[config.mk]
export PLATFORM = sky130hd
export DESIGN_NAME = sync_gray_ptr
export DESIGN_NICKNAME = d
export VERILOG_FILES = /design/src/rtl/sync_gray_ptr.sv
export SDC_FILE = /design/constraint.sdc
export NUM_CORES = 1
export LEC_CHECK = 0
export CAP_MARGIN = 10
export CORE_MARGIN = 2
export CORE_UTILIZATION = 40
export CTS_BUF_LIST = sky130_fd_sc_hd__clkbuf_16
export DETAILED_ROUTE_END_ITERATION = 8
export HOLD_SLACK_MARGIN = 0.15
export PLACE_DENSITY = 0.74
export SYNTH_ARGS = -nofsm -noshare
export SYNTH_HDL_FRONTEND = slang
export SYNTH_SLANG_ARGS = --single-unit
[constraint.sdc]
create_clock -name dst_clk_i -period 4.7 [get_ports dst_clk_i]
set_input_delay 0.94 -clock dst_clk_i [delete_from_list [all_inputs] [get_ports dst_clk_i]]
set_output_delay 0.94 -clock dst_clk_i [all_outputs]
set_load 0.01 [all_outputs]
[src/rtl/sync_gray_ptr.sv]
// Multi-stage synchroniser for a Gray-coded FIFO pointer entering the destination domain.
// Produces the binary pointer, its per-cycle advance, a priming flag and a sticky direction error.
module sync_gray_ptr #(
  parameter int unsigned PTR_WIDTH   = 8,
  parameter int unsigned SYNC_STAGES = 2
) (
  input  logic                 dst_clk_i,
  input  logic                 dst_rst_i,
  input  logic [0:PTR_WIDTH-1] ptr_gray_i,
  input  logic                 err_clr_i,
  output logic [0:PTR_WIDTH-1] ptr_gray_o,
  output logic [0:PTR_WIDTH-1] ptr_bin_o,
  output logic [0:PTR_WIDTH-1] delta_o,
  output logic                 adv_o,
  output logic                 valid_o,
  output logic                 err_o
);

  localparam int unsigned CntW = $clog2(SYNC_STAGES + 2);
  localparam logic [CntW-1:0] CntMax = CntW'(SYNC_STAGES + 1);

  logic [0:PTR_WIDTH-1] r_sync [SYNC_STAGES];
  logic [0:PTR_WIDTH-1] r_bin;
  logic [0:PTR_WIDTH-1] r_delta;
  logic                 r_adv;
  logic                 r_err;
  logic [CntW-1:0]      r_cnt;

  logic [0:PTR_WIDTH-1] w_bin_next;
  logic [0:PTR_WIDTH-1] w_delta;
  logic                 w_valid;
  logic                 w_set;

  // Plain flop chain: nothing may sit between stages.
  always_ff @(posedge dst_clk_i or negedge dst_rst_i) begin
    if (!dst_rst_i) begin
      for (int k = 0; k < int'(SYNC_STAGES); k++) begin
        r_sync[k] <= '0;
      end
    end else begin
      r_sync[0] <= ptr_gray_i;
      for (int k = 1; k < int'(SYNC_STAGES); k++) begin
        r_sync[k] <= r_sync[k-1];
      end
    end
  end

  // Bit 0 is the MSB, so the running XOR walks from index 0 upwards.
  always_comb begin
    logic acc;
    acc        = 1'b0;
    w_bin_next = '0;
    for (int i = 0; i < int'(PTR_WIDTH); i++) begin
      acc           = acc ^ r_sync[SYNC_STAGES-1][i];
      w_bin_next[i] = acc;
    end
  end

  assign w_delta = w_bin_next - r_bin;
  assign w_valid = (r_cnt == CntMax);
  // A delta of half the range or more means the pointer moved backwards or overran.
  assign w_set   = w_valid && w_delta[0];

  always_ff @(posedge dst_clk_i or negedge dst_rst_i) begin
    if (!dst_rst_i) begin
      r_bin   <= '0;
      r_delta <= '0;
      r_adv   <= 1'b0;
      r_err   <= 1'b0;
      r_cnt   <= '0;
    end else begin
      r_bin <= w_bin_next;
      if (w_valid) begin
        r_delta <= w_delta;
        r_adv   <= |w_delta;
      end else begin
        r_delta <= '0;
        r_adv   <= 1'b0;
        r_cnt   <= r_cnt + 1'b1;
      end
      r_err <= w_set | (r_err & ~err_clr_i);
    end
  end

  assign ptr_gray_o = r_sync[SYNC_STAGES-1];
  assign ptr_bin_o  = r_bin;
  assign delta_o    = r_delta;
  assign adv_o      = r_adv;
  assign valid_o    = w_valid;
  assign err_o      = r_err;

endmodule

==> results.ini <==
[yosys]
avgSynthCellArea_sq_um=12.7
synthXorXnorAreaFrac_pct=11.5
synth-seq-area-share_pct=58.3
synth-simple-area-share_pct=8.18
muxShareOfSynthArea_pct=0.729
synth_seq_cells=36
postSynth.asyncResetShare_pct=100
synth_fp_nets=142
netlist_area_sq_um=1550
yosysUniqueCellTypes=27
synth-edff-count=0
synth_fa_ha_area_share_pct=7.77
synth_top_family_by_area=XOR/XNOR gates
synthFlopType=dfrtp_1
yosys_warnings=0
synth-compound-area-share_pct=6.48
synth_cells=122

[worst_setup_path]
cp.buffers_inverters=0
required_ns=4.83
cp.arrival_ns=3.65
crit_path_end_kind=register
slowest_delay_ns=0.48
worstSetupStartpointType=register
cp_cell_sequence=xor2_2 > xnor2_2 > xor2_2 > xor3_2 > xor2_1 > ha_1 > fa_1 > nand2b_1 > a211oi_1 > nor4b_1 > a211oi_1 > a41oi_1
r2r_end=adv_o
timing.reg2reg.setup_slack_ns=1.19
cpLargestDelayFamily=XOR/XNOR gates
path_class=reg -> reg
reg2reg_depth=12
crit_fanout=4
cp-startpoint=ptr_gray_o[0]
crit_path_top_delay_cell=xor3_2
r2r-start=ptr_gray_o[0]

[route]
finalWirelength_microns=2500
via_per_inst=4.63
dr.first_iter.drc_count=29
wl_per_cell_microns=12.0
via_count=962
ant_nets=0
dr.pass1.iters=4
drc=0

[power_and_ir_drop]
switching_share_pct=29.3
p_leak_nw=0.936
cell_internal_pwr_mw=0.865
power_frac_clock_pct=29.5
powerDensity_nw_per_um2=586
p_sw_mw=0.359
pwr-share-seq_pct=32.9
combPwrFrac_pct=37.6
irDropWorstVdd_v=0.000293

[global_route]
grt_pass1_wl_microns=4170
track_usage_pct=13.1
grt_start_max_net_pins=37
grt_pass1_vias=974
antenna_found_initial=0
grt.overflow.total=0

[clocking]
clkSlewWorstSetupHoldPaths_ns=0.05
cts-root-buf=clkbuf_16
cts_tree=yes
postCtsSetupRepairBufs=0
cts_resized=0
cts_sinks=36
cts_buffer_depth=2
clock_latency_ns=0.28
cts-htree-levels=2
cts_buffers=5
ctsHoldBuffers=0

[flow_run]
maxCapViolations=0

[sta]
fin_tns_setup_ns=0
finalHoldViolCount=0
rsz0062_at_grt=no
clock_skew_ns=0.00410
min_period_ns=3.51
hold_slack_ns=0.345
slew_viol_final=0
max_freq_ghz=0.285
worst_pin_slew_ns=0.417
finalCritPeriodShare_pct=74.8
max_slew_margin_pct=72.2
finalSetupViolations=0

[place]
port_buffers=37
dpl-instance-area_sq_um=1920
routabilityCongestion=0.830
hpwl_microns=1860

[final_layout]
nFillCells=337
stdcell_area_sq_um=2090
antennaDiodeCount=0
nNetsFinal=179
fin_util_pct=56.6
drive_above_1_share_pct=8.75
syn_to_final_growth_pct=35.1

[hold_path]
min_path_type=reg -> reg
min_from=r_sync[10]
holdPathStages=0
min_to=ptr_gray_o[5]

[floorplan]
initial_utilization_pct=41.9
die_area_sq_um=4380
rows=22
fp.dieW_microns=66.2
io_pins=38
core_area_sq_um=3690
die_h_microns=66.2

[run_status]
status=complete, no violations

metal layers:
layer | share of wire (%) | vias up | GRT usage [%]
met5 | 0 | - | 0
met4 | 2.1 | 0 | 6.12
met3 | 7.5 | 5 | 6.64
met2 | 50 | 33 | 22.3
met1 | 41 | 463 | 13.4
li1 | - | 461 | -
through the flow:
step / instances / total power, mW / setup slack [ns]
after CTS: 208 / 1.24 / 1.17
after floorplan: 122 / 0.690 / 1.49
after global routing: 208 / 1.31 / 0.930
final: 208 / 1.22 / 1.19
after global placement: 200 / 0.854 / 1.35
after detailed placement: 200 / 0.868 / 1.21
synth_stat cells, types with 3 or more instances:
library cell   n  area, sq um
a21oi_1        4         20.0
and2_1         3         18.8
buf_4          8         60.1
dfrtp_1       36          901
ha_1           8          100
inv_1         13         48.8
nand2b_1       4         25.0
nor2_1        10         37.5
o21ai_0        5         25.0
xnor2_1        6         52.6
xor2_1         4         35.0
how the worst max path moves through the flow:
stage / end / slack [ns] / depth (start not counted)
after floorplan: adv_o / 1.49 / 12
after global placement: adv_o / 1.35 / 12
after detailed placement: adv_o / 1.21 / 12
after CTS: adv_o / 1.17 / 12
after global routing: adv_o / 0.93 / 12
final: adv_o / 1.19 / 12
state kept, by name, summed over array words and instances (netlist names):
name,count
ptr_gray_o,8
delta_o,8
ptr_bin_o,8
r_cnt,2
err_o,1
adv_o,1
r_sync,8
power by group through the flow:
stage | Clock (mW) | Sequential (mW) | Combinational (mW)
after floorplan | 0 | 0.436 | 0.254
after global placement | 0 | 0.406 | 0.449
after detailed placement | 0 | 0.408 | 0.459
after CTS | 0.370 | 0.404 | 0.464
after global routing | 0.385 | 0.409 | 0.511
final | 0.361 | 0.402 | 0.460
layout make-up:
cell class	instances	area [sq um]	area share, %
repair buffers	38	378	18.1
clock buffers	5	125	6.00
well taps	48	60.1	2.88
multi-input cells	65	536	25.7
clock inverters	3	38.8	1.86
inverters	13	48.8	2.34
flip-flops and latches	36	901	43.2
placed cells by master, fill, tap and decap left out, types with 2 or more instances in the layout:
| cell type | netlist | layout |
|---|---|---|
| nor3b_1 | 2 | 2 |
| and2_1 | 3 | 3 |
| ha_1 | 8 | 8 |
| clkdlybuf4s50_1 | 0 | 37 |
| o21ai_0 | 5 | 5 |
| a211oi_1 | 2 | 2 |
| nor2_1 | 10 | 10 |
| nand2b_1 | 4 | 4 |
| xor2_1 | 4 | 4 |
| xor2_2 | 2 | 2 |
| clkbuf_16 | 0 | 5 |
| xnor2_1 | 6 | 6 |
| a21oi_1 | 4 | 4 |
| o22ai_1 | 2 | 2 |
| dfrtp_1 | 36 | 36 |
| xnor2_2 | 2 | 2 |
| inv_1 | 13 | 14 |
kinds of logic after synthesis:
family	Yosys count
AOI/OAI and AO/OA	16
buffers and inverters	21
and+or+nand+nor	24
xor gates and xnor gates	15
DFF	36
muxes	1
adders and majority gates	9
Power figures use the tool's default switching activity.
